**config.mk**
```make
export PLATFORM = sky130hd
export DESIGN_NAME = serial_adder
export DESIGN_NICKNAME = d
export VERILOG_FILES = /design/src/rtl/arith_pkg.sv /design/src/rtl/full_adder.sv /design/src/rtl/half_adder.sv /design/src/rtl/serial_adder.sv
export SDC_FILE = /design/constraint.sdc
export NUM_CORES = 1
export LEC_CHECK = 0
export CAP_MARGIN = 40
export CORE_UTILIZATION = 50
export CTS_CLUSTER_SIZE = 28
export DETAILED_ROUTE_END_ITERATION = 8
export PLACE_DENSITY = 0.88
export SLEW_MARGIN = 20
export SYNTH_ARGS = -nofsm -noshare
export SYNTH_HDL_FRONTEND = slang
export SYNTH_SLANG_ARGS = --single-unit
```
**constraint.sdc**
```tcl
create_clock -name clk -period 1.89 [get_ports clk]
set_clock_uncertainty 0.1 [all_clocks]
set_input_delay 0.378 -clock clk [delete_from_list [all_inputs] [get_ports clk]]
set_output_delay 0.378 -clock clk [all_outputs]
set_load 0.1 [all_outputs]
```
**src/rtl/arith_pkg.sv**
```systemverilog
// Shared arithmetic-datapath definitions: FSM state encoding and the
// bit-counter width helper used by the serial arithmetic blocks.
package arith_pkg;

   typedef enum logic [1:0] {
      ST_IDLE = 2'd0,
      ST_RUN  = 2'd1,
      ST_DONE = 2'd2
   } state_t;

   // At least one bit, so the smallest legal width still has a counter.
   function automatic int cnt_width(input int w);
      return (w <= 2) ? 1 : $clog2(w);
   endfunction

endpackage

```
**src/rtl/full_adder.sv**
```systemverilog
// One-bit full adder built from two half adders and an OR of their carries.
module full_adder (
   input  logic a,
   input  logic b,
   input  logic cin,
   output logic s,
   output logic cout
);

   logic s0;
   logic c0;
   logic c1;

   half_adder u_ha0 (
      .a (a),
      .b (b),
      .s (s0),
      .c (c0)
   );

   half_adder u_ha1 (
      .a (s0),
      .b (cin),
      .s (s),
      .c (c1)
   );

   assign cout = c0 | c1;

endmodule

```
**src/rtl/half_adder.sv**
```systemverilog
// Combinational half adder: the basic arithmetic primitive.
module half_adder (
   input  logic a,
   input  logic b,
   output logic s,
   output logic c
);

   assign s = a ^ b;
   assign c = a & b;

endmodule

```
**src/rtl/serial_adder.sv**
```systemverilog
// Bit-serial WIDTH-bit adder: one full-adder bit per clock, LSB first,
// with a start/busy/done handshake and registered sum/cout.
module serial_adder
   import arith_pkg::*;
#(
   parameter int WIDTH = 8
) (
   input  logic             clk,
   input  logic             rst,
   input  logic             start,
   input  logic [WIDTH-1:0] a,
   input  logic [WIDTH-1:0] b,
   input  logic             cin,
   output logic             busy,
   output logic             done,
   output logic [WIDTH-1:0] sum,
   output logic             cout
);

   localparam int CNT_W = cnt_width(WIDTH);
   localparam logic [CNT_W-1:0] CNT_LAST = CNT_W'(WIDTH - 1);

   state_t           state_reg, state_next;
   logic [WIDTH-1:0] shift_a_reg, shift_a_next;
   logic [WIDTH-1:0] shift_b_reg, shift_b_next;
   logic [WIDTH-1:0] shift_sum_reg, shift_sum_next;
   logic             carry_reg, carry_next;
   logic [CNT_W-1:0] cnt_reg, cnt_next;
   logic [WIDTH-1:0] sum_reg, sum_next;
   logic             cout_reg, cout_next;

   logic fa_s;
   logic fa_c;

   full_adder u_fa (
      .a    (shift_a_reg[0]),
      .b    (shift_b_reg[0]),
      .cin  (carry_reg),
      .s    (fa_s),
      .cout (fa_c)
   );

   always_comb begin
      state_next     = state_reg;
      shift_a_next   = shift_a_reg;
      shift_b_next   = shift_b_reg;
      shift_sum_next = shift_sum_reg;
      carry_next     = carry_reg;
      cnt_next       = cnt_reg;
      sum_next       = sum_reg;
      cout_next      = cout_reg;
      case (state_reg)
         ST_IDLE: begin
            if (start) begin
               shift_a_next = a;
               shift_b_next = b;
               carry_next   = cin;
               cnt_next     = '0;
               state_next   = ST_RUN;
            end
         end
         ST_RUN: begin
            shift_a_next   = shift_a_reg >> 1;
            shift_b_next   = shift_b_reg >> 1;
            shift_sum_next = {fa_s, shift_sum_reg[WIDTH-1:1]};
            carry_next     = fa_c;
            cnt_next       = cnt_reg + CNT_W'(1);
            // Result registers change only on the edge that finishes the add.
            if (cnt_reg == CNT_LAST) begin
               sum_next   = {fa_s, shift_sum_reg[WIDTH-1:1]};
               cout_next  = fa_c;
               state_next = ST_DONE;
            end
         end
         ST_DONE: state_next = ST_IDLE;
         default: state_next = ST_IDLE;
      endcase
   end

   always_ff @(posedge clk) begin
      if (rst) begin
         state_reg     <= ST_IDLE;
         shift_a_reg   <= '0;
         shift_b_reg   <= '0;
         shift_sum_reg <= '0;
         carry_reg     <= 1'b0;
         cnt_reg       <= '0;
         sum_reg       <= '0;
         cout_reg      <= 1'b0;
      end else begin
         state_reg     <= state_next;
         shift_a_reg   <= shift_a_next;
         shift_b_reg   <= shift_b_next;
         shift_sum_reg <= shift_sum_next;
         carry_reg     <= carry_next;
         cnt_reg       <= cnt_next;
         sum_reg       <= sum_next;
         cout_reg      <= cout_next;
      end
   end

   assign busy = (state_reg == ST_RUN);
   assign done = (state_reg == ST_DONE);
   assign sum  = sum_reg;
   assign cout = cout_reg;

endmodule

```
Word-level counts from Yosys, hierarchy flattened --
Index checks and enable logic that the tools add are counted.
Storage, ports and cells: logic and storage cells 35, output and inout port bits 11, register bits 39, bits of input ports 20
Operators by class: bitwise logic cells 5, reduce and logical (&&, ||, !) cells 5, muxes and demuxes 11, add/subtract/negate cells 1, equality and inequality tests 5
Operators by type and width (count):
- one-hot mux 8 bit (2 select lines) | 2
- two-way mux 8 bit | 2
- one-hot mux 3 bit (2 select lines) | 1
- AND reduction 2 bit | 3
- two-way mux 2 bit | 2
- one-hot mux 2 bit (2 select lines) | 1
- adder 3 x 1 -> 3 bit, second input constant | 1
- equality test 3 bit, second input constant | 1
- two-way mux 3 bit | 1
- AND 1 bit | 2
- equality test 2 x 1 -> 1 bit, second input constant | 1
- equality test 2 bit, second input constant | 1
- logical NOT 2 bit | 1
- != test 2 x 1 -> 1 bit, second input constant | 1
- != test 2 bit, second input constant | 1
- one-hot mux 1 bit (2 select lines) | 1
- nonzero test 2 bit | 1
- XOR 1 bit | 2
- two-way mux 1 bit | 1
- bitwise OR 1 bit | 1

Depth between registers and ports, before layout --
Gate-level depths: netlist of the first run.
word-level depth 4, gate-level depth with buffers 6, mapped depth without buffers 5

By module --
Synthesis of the first run repeated with hierarchy kept, for this count alone.
Unflattened totals: cells, all modules 171, area total of the unflattened synthesis 1579.0 µm²
Modules (own cells, without submodules):
- serial_adder | instances 1, sequential area each 760.7 µm², area an instance 1547.7 µm², cells each 168
- half_adder | instances 2, sequential area each 0.0 µm², area an instance 12.5 µm², cells each 1
- full_adder | instances 1, sequential area each 0.0 µm², area an instance 6.3 µm², cells each 1

Least setup slack after synthesis of the first run --
Ideal clock, no wire load.
kind register -> output, start point reg state_reg[0], end point out done, path buffers 1, data arrival time 1.845 ns, path slack -0.433 ns, cell stages (with the launch flop) 3, required time 1.412 ns, cell sequence dfxtp_1 > buf_4 > nor2b_1
Between the ends: cells in the longest elaborated chain, start to end 1
Ends and longest elaborated chain:
- from (decl) | line serial_adder.sv:23 | state_t state_reg, state_next;
- from (signal assigned) | line serial_adder.sv:91 | state_reg <= state_next;
- equality test 2 bit | line serial_adder.sv:103 | assign done = (state_reg == ST_DONE);
- to (decl) | line serial_adder.sv:15 | output logic done,
Every way passes these cells.

Worst setup path in the final report of the first run --
start point reg state_reg[1], end point out busy
Between the ends: cells in the longest elaborated chain, start to end 1
Ends and longest elaborated chain:
- equality test 2 x 1 -> 1 bit | line serial_adder.sv:102 | assign busy = (state_reg == ST_RUN);
- to (decl) | line serial_adder.sv:14 | output logic busy,
Every way passes these cells.

==> impl_metrics.tcl, run 1 <==
set metrics [dict create \
    cts_buffer_depth 2 \
    yosysUniqueCellTypes 23 \
    p_int_w 0.00113 \
    r2r_slack_ns 0.30 \
    powerDensity_nw_per_um2 719 \
    cts_tree "done" \
    final_area_um2 2110 \
    min_period_ns 1.83 \
    clock-sinks 38 \
    nFillCells 243 \
    cp-startpoint "state_reg[1]$_SDFFE_PP0P_" \
    wl_mm 3.12 \
    final_nets 217 \
    ys_warn_count 0 \
    seq_area_frac_synth_pct 47.5 \
    synthMuxAreaShare_pct 9.37 \
    reg2reg_from "state_reg[0]$_SDFFE_PP0P_" \
    final_common_cell "dfxtp_1" \
    drv_cap 0 \
    antenna_found_initial 0 \
    cts_made_buffers 5 \
    leakagePower_nw 0.783 \
    critPathMaxFanout 11 \
    tightest_slew_ns 0.350 \
    hpwl_mm 2.24 \
    clkLatencyLatePin_ns 0.34 \
    fmax_ghz 0.546 \
    coreArea_um2 3050 \
    placementRows 20 \
    grt_max_degree 39 \
    grt_overflow 0 \
    hold_path.class "flip-flop to flip-flop" \
    die_w_um 58.6 \
    clockPowerShare_pct 28.0 \
    gp_congestion 0.720 \
    maxSlewViolCount 0 \
    first_iter_violations 50 \
    end_kind "output pin" \
    via_count 1246 \
    seq_power_share_pct 56.9 \
    syn_nets 189 \
    cts-root-buf "clkbuf_4" \
    grt_usage_pct 20.8 \
    period_share_pct 97.0 \
    die-area_um2 3440 \
    cts-htree-levels 2 \
    switching_share_pct 25.4 \
    io_pins 31 \
    utilization_pct 69.1 \
    vias_per_cell 5.21 \
    num_antenna_cells 0 \
    post_dp_cell_area_um2 2040 \
    final_cell_mix "dfxtp_1 (38), nand2_1 (32), nor2_1 (21)" \
    ir_worst_vdd_v 0.000458 \
    grt_pass1_vias 1234 \
    synth_top_family_by_area "compound AO/OA/AOI/OAI gates" \
    avgSynthCellArea_um2 9.66 \
    p_switching_w 0.000384 \
    io_buffers 30 \
    area_delta_synth_final_pct 31.5 \
    hold_viol_final 0 \
    layout-drive-gt1-share_pct 21.0 \
    rsz0062_at_grt "true" \
    yosys.area_share.simple_pct 14.9 \
    netlist_instances 166 \
    drc 0 \
    rr_endpoint "carry_reg$_SDFFE_PP0P_" \
    ctsHoldBuffers 0 \
    start_util_pct 52.5 \
    yosys.area_share.adder_pct 2.81 \
    setup_viol_count_final 0 \
    synth_compound_area_share_pct 20.5 \
    crit_type "flip-flop to output pin" \
    instances_no_fill 239 \
    ys_ff_latch 38 \
    wl_per_cell_um 13.1 \
    synth_xor_area_share_pct 0 \
    clkTransAtPathRegs_ns 0.11 \
    cp_data_arrival_time_ns 1.35 \
    drtPass1Iterations 6 \
    slew-limit-headroom_pct 76.7 \
    die_h_um 58.6 \
    reg2reg_depth 5 \
    postCtsSetupRepairBufs 0 \
    grt_pass1_wl_mm 5.33 \
    dp.cells 231 \
    endpoint "busy" \
    combPwrFrac_pct 15.1 \
    crit_required_ns 1.41 \
    holdWs_ns 0.373 \
    startpoint_type "flip-flop" \
    status "finished, final reports clean" \
    synth.cell_area_um2 1600 \
    antenna_left 0 \
]
worst max-delay path, stage by stage (launching register included):
cell,delay [ns]
dfxtp_1,0.37
nand2b_2,0.29
inv_4,0.17
buf_12,0.19
power groups by stage:
stage	Clock, W	Sequential (W)	Combinational, W
global placement	0	0.000877	0.000220
CTS	0.000437	0.000862	0.000231
detailed placement	0	0.000880	0.000228
global route	0.000471	0.000866	0.000248
finish	0.000424	0.000862	0.000229
floorplan	0	0.000874	0.000158
kinds of logic after synthesis:
group                    count (synthesis)
AND/OR/NAND/NOR                         58
AO/OA/AOI/OAI                           39
flip-flops                              38
multiplexers                            15
buffers and inverters                   13
adder cells (fa/ha/maj)                  3
per-layer routing:
layer	wire (um)	share of wire [%]	vias to the layer above	track usage [%]
met4	68	2.2	0	9.86
met2	1580	50	21	35.8
met1	1380	44	591	24.3
met3	96	3.1	8	5.27
li1	-	-	626	-
met5	0	0	-	0
stage by stage:
| stage | total power [W] | worst slack [ns] | TNS, ns |
|---|---|---|---|
| 6_report | 0.00152 | 0.0570 | 0 |
| 5_1_grt | 0.00159 | -0.0122 | -0.0122 |
| 4_1_cts | 0.00153 | 0.0465 | 0 |
| 3_5_place_dp | 0.00111 | 0.170 | 0 |
| 3_3_place_gp | 0.00110 | 0.234 | 0 |
| 2_1_floorplan | 0.00103 | 0.100 | 0 |
synth_stat cells:
cell      number  share of area [%]
a211oi_1       3                1.4
a211oi_2      14                 11
a21oi_1       16                5.0
a22oi_1        4                1.9
and3b_1        1               0.55
buf_1          1               0.23
buf_2          3               0.94
buf_4          5                2.3
buf_6          1               0.70
clkbuf_1       2               0.47
dfxtp_1       38                 47
fa_1           1                1.2
ha_1           2                1.6
inv_2          1               0.23
mux2i_1       15                9.4
nand2_1       32                7.5
nand2b_1       1               0.39
nand3b_2       1               0.70
nor2_1        21                4.9
nor2b_1        1               0.39
nor3b_1        1               0.47
o21ba_2        1               0.62
o21bai_2       1               0.70
cell type report:
cell class / instances / area (um2) / area share, %
inverters: 1 / 6.26 / 0.297
clock buffers: 7 / 55.1 / 2.61
well taps: 44 / 55.1 / 2.61
flip-flops and latches: 38 / 761 / 36.1
multi-input cells: 115 / 768 / 36.4
repair buffers: 33 / 458 / 21.7
clock inverters: 1 / 5.00 / 0.237
worst min-delay path by stage:
stage | cells past startpoint | endpoint | slack [ns] | from
6_report | 2 | shift_sum_reg[1]$_SDFFE_PP0P_ | 0.37 | shift_sum_reg[1]$_SDFFE_PP0P_
5_1_grt | 2 | sum[0]$_SDFFE_PP0P_ | 0.39 | shift_sum_reg[1]$_SDFFE_PP0P_
4_1_cts | 2 | sum[0]$_SDFFE_PP0P_ | 0.37 | shift_sum_reg[1]$_SDFFE_PP0P_
3_5_place_dp | 2 | sum[0]$_SDFFE_PP0P_ | 0.36 | shift_sum_reg[1]$_SDFFE_PP0P_
3_3_place_gp | 2 | sum[0]$_SDFFE_PP0P_ | 0.34 | shift_sum_reg[1]$_SDFFE_PP0P_
2_1_floorplan | 2 | sum[0]$_SDFFE_PP0P_ | 0.33 | shift_sum_reg[1]$_SDFFE_PP0P_
timing repair:
action                                 4_1_cts  5_1_grt
resized for setup                            2        0
endpoints found under the hold margin        0        0
setup endpoints to repair                    1        1
Power figures use the tool's default switching activity.
==> inputs of run 2 (changes only) <==
--- a/config.mk
+++ b/config.mk
@@ -5,11 +5,12 @@
 export SDC_FILE = /design/constraint.sdc
 export NUM_CORES = 1
 export LEC_CHECK = 0
+export ABC_AREA = 1
 export CAP_MARGIN = 40
-export CORE_UTILIZATION = 50
+export CORE_UTILIZATION = 51
 export CTS_CLUSTER_SIZE = 28
 export DETAILED_ROUTE_END_ITERATION = 8
-export PLACE_DENSITY = 0.88
+export PLACE_DENSITY = 0.89
 export SLEW_MARGIN = 20
 export SYNTH_ARGS = -nofsm -noshare
 export SYNTH_HDL_FRONTEND = slang
==> run 2 against run 1 <==
  * Count of clock-buffer cells in the layout unchanged
  * Clock power decreased by 9.4%
  * Cell area increased by 5.4%
  * Critical path type unchanged
==> impl_metrics.tcl, run 2 <==
set metrics [dict create \
    placementRows 20 \
    hold_path.class "flip-flop to flip-flop" \
    wl_mm 3.32 \
    hold_viol_final 0 \
    antenna_left 0 \
    slowest_delay_ns 0.46 \
    status "finished, final reports clean" \
    rsz0062_at_grt "false" \
    nFillCells 265 \
    startpoint_type "flip-flop" \
    final_area_um2 2220 \
    avgSynthCellArea_um2 6.57 \
    tightest_slew_ns 0.323 \
    critPathMaxFanout 6 \
    grt_overflow 0 \
    start_util_pct 55.2 \
    drv_cap 0 \
    cts_made_buffers 5 \
    ys_top_cells_by_area "dfxtp_1 (44%), nand2_1 (18%), nor2_1 (16%)" \
    final_common_cell "nand2_1" \
    synth_flop_cell "dfxtp_1" \
    final_cell_mix "nand2_1 (85), nor2_1 (74), dfxtp_1 (38)" \
    cts-htree-levels 2 \
    synth.most_common_cell "nand2_1" \
    fin_ws_ns 0.113 \
    syn_nets 288 \
    synth_top_area_cell "dfxtp_1" \
    area_delta_synth_final_pct 27.6 \
    drtPass1Iterations 4 \
    grt_pass1_vias 1347 \
    coreArea_um2 3150 \
    antenna_found_initial 0 \
    ys_ff_latch 38 \
    clkTransAtPathRegs_ns 0.10 \
    die-area_um2 3650 \
    slowest_stage "dfxtp_1" \
    io_pins 31 \
    powerDensity_nw_per_um2 693 \
    layout-drive-gt1-share_pct 10.1 \
    wl_per_cell_um 9.75 \
    io_buffers 30 \
    clock-sinks 38 \
    period_share_pct 94.0 \
    clkLatencyLatePin_ns 0.34 \
    tns_ns 0 \
    synth.cell_area_um2 1740 \
    gp_congestion 0.766 \
    num_antenna_cells 0 \
    combPwrFrac_pct 18.1 \
    crit_chain "inv_1 -> nor2_4 -> buf_12" \
    grt_max_degree 36 \
    p_switching_w 0.000430 \
    ir_worst_vdd_v 0.000460 \
    vias_per_cell 4.54 \
    seq_area_frac_synth_pct 43.7 \
    grt_usage_pct 21.1 \
    switching_share_pct 27.9 \
    netlist_instances 265 \
    drc 0 \
    die_w_um 60.4 \
    cts_buffer_depth 2 \
    via_count 1548 \
    synthTopCellsByCount "nand2_1 (85), nor2_1 (75), dfxtp_1 (38)" \
    slew-limit-headroom_pct 78.5 \
    setup_viol_count_final 0 \
    cp_data_arrival_time_ns 1.30 \
    first_iter_violations 47 \
    crit_required_ns 1.41 \
    ctsResizeCount 0 \
    die_h_um 60.4 \
    yosysUniqueCellTypes 19 \
    ys_warn_count 0 \
    dp_slack_ns 0.210 \
    cts-root-buf "clkbuf_4" \
    netlist.area_leader.share_pct 43.7 \
    maxSlewViolCount 0 \
    final_nets 320 \
    p_int_w 0.00111 \
    end_kind "output pin" \
    leakagePower_nw 1.09 \
    clockPowerShare_pct 24.9 \
    hpwl_mm 2.28 \
    postCtsSetupRepairBufs 0 \
    min_period_ns 1.78 \
    synth_edf_count 0 \
    crit_type "flip-flop to output pin" \
    ctsHoldBuffers 0 \
    post_dp_cell_area_um2 2160 \
    fmax_ghz 0.563 \
    seq_power_share_pct 56.9 \
    cts_tree "done" \
    grt_pass1_wl_mm 5.56 \
    async_reset_ff_share_pct 0 \
]
run 2: cell types whose count changed in the layout (fill, tap and decap cells not counted), moves of 8 or more:
cell	before	now
mux2i_1	15	0
o21ai_0	0	8
inv_1	0	26
a211oi_2	14	0
a21oi_1	16	4
nor2_1	21	74
nand2_1	32	85
run 2: final cells by class:
type / instances / area [um2] / area share [%]
multi-input combinational: 188 / 797 / 35.9
sequential: 38 / 761 / 34.2
timing repair buffer: 37 / 463 / 20.8
inverter: 27 / 101 / 4.56
tap: 44 / 55.1 / 2.48
clock buffer: 7 / 45.0 / 2.03
run 2: final timing paths:
| kind | endpoint | cells past startpoint | start | slack [ns] |
|---|---|---|---|---|
| max | busy | 3 | state_reg[0]$_SDFFE_PP0P_ | 0.11 |
| min | sum[1]$_SDFFE_PP0P_ | 2 | shift_sum_reg[2]$_SDFFE_PP0P_ | 0.37 |
| max reg2reg | sum[4]$_SDFFE_PP0P_ | 7 | state_reg[0]$_SDFFE_PP0P_ | 0.36 |
| min reg2reg | sum[1]$_SDFFE_PP0P_ | 2 | shift_sum_reg[2]$_SDFFE_PP0P_ | 0.37 |
run 2: stage by stage:
stage	utilization, %	power [W]	hold WS, ns	std cells
finish	70.5	0.00154	0.365	341
global route	70.5	0.00163	0.390	341
CTS	70.0	0.00154	0.368	339
detailed placement	68.6	0.00117	0.355	332
global placement	68.6	0.00116	0.351	332
floorplan	-	0.00109	0.334	265
run 2: power by group through the flow:
stage,sequential (W),combinational (W),clock (W)
floorplan,0.000888,0.000198,0
global placement,0.000893,0.000264,0
detailed placement,0.000895,0.000272,0
CTS,0.000876,0.000275,0.000393
global route,0.000883,0.000316,0.000431
finish,0.000877,0.000280,0.000384
run 2: cells by family after synthesis:
logic type	Yosys count	share of synthesized area, %
buffers and inverters	39	10.7
adders and majority gates	3	2.59
DFF	38	43.7
AOI/OAI and AO/OA	14	4.17
and+or+nand+nor	171	38.9
run 2: layer usage:
layer / track usage (%) / part of all wire [%]
met1: 24.4 / 45
met5: 0 / 0
met4: 10.1 / 2.0
met3: 6.82 / 3.3
met2: 35.5 / 50
run 2: critical path: cells and delay by family, from the launching register on:
kind | cells | cell delay [ns]
DFF | 1 | 0.46
buffers and inverters | 2 | 0.31
and+or+nand+nor | 1 | 0.19
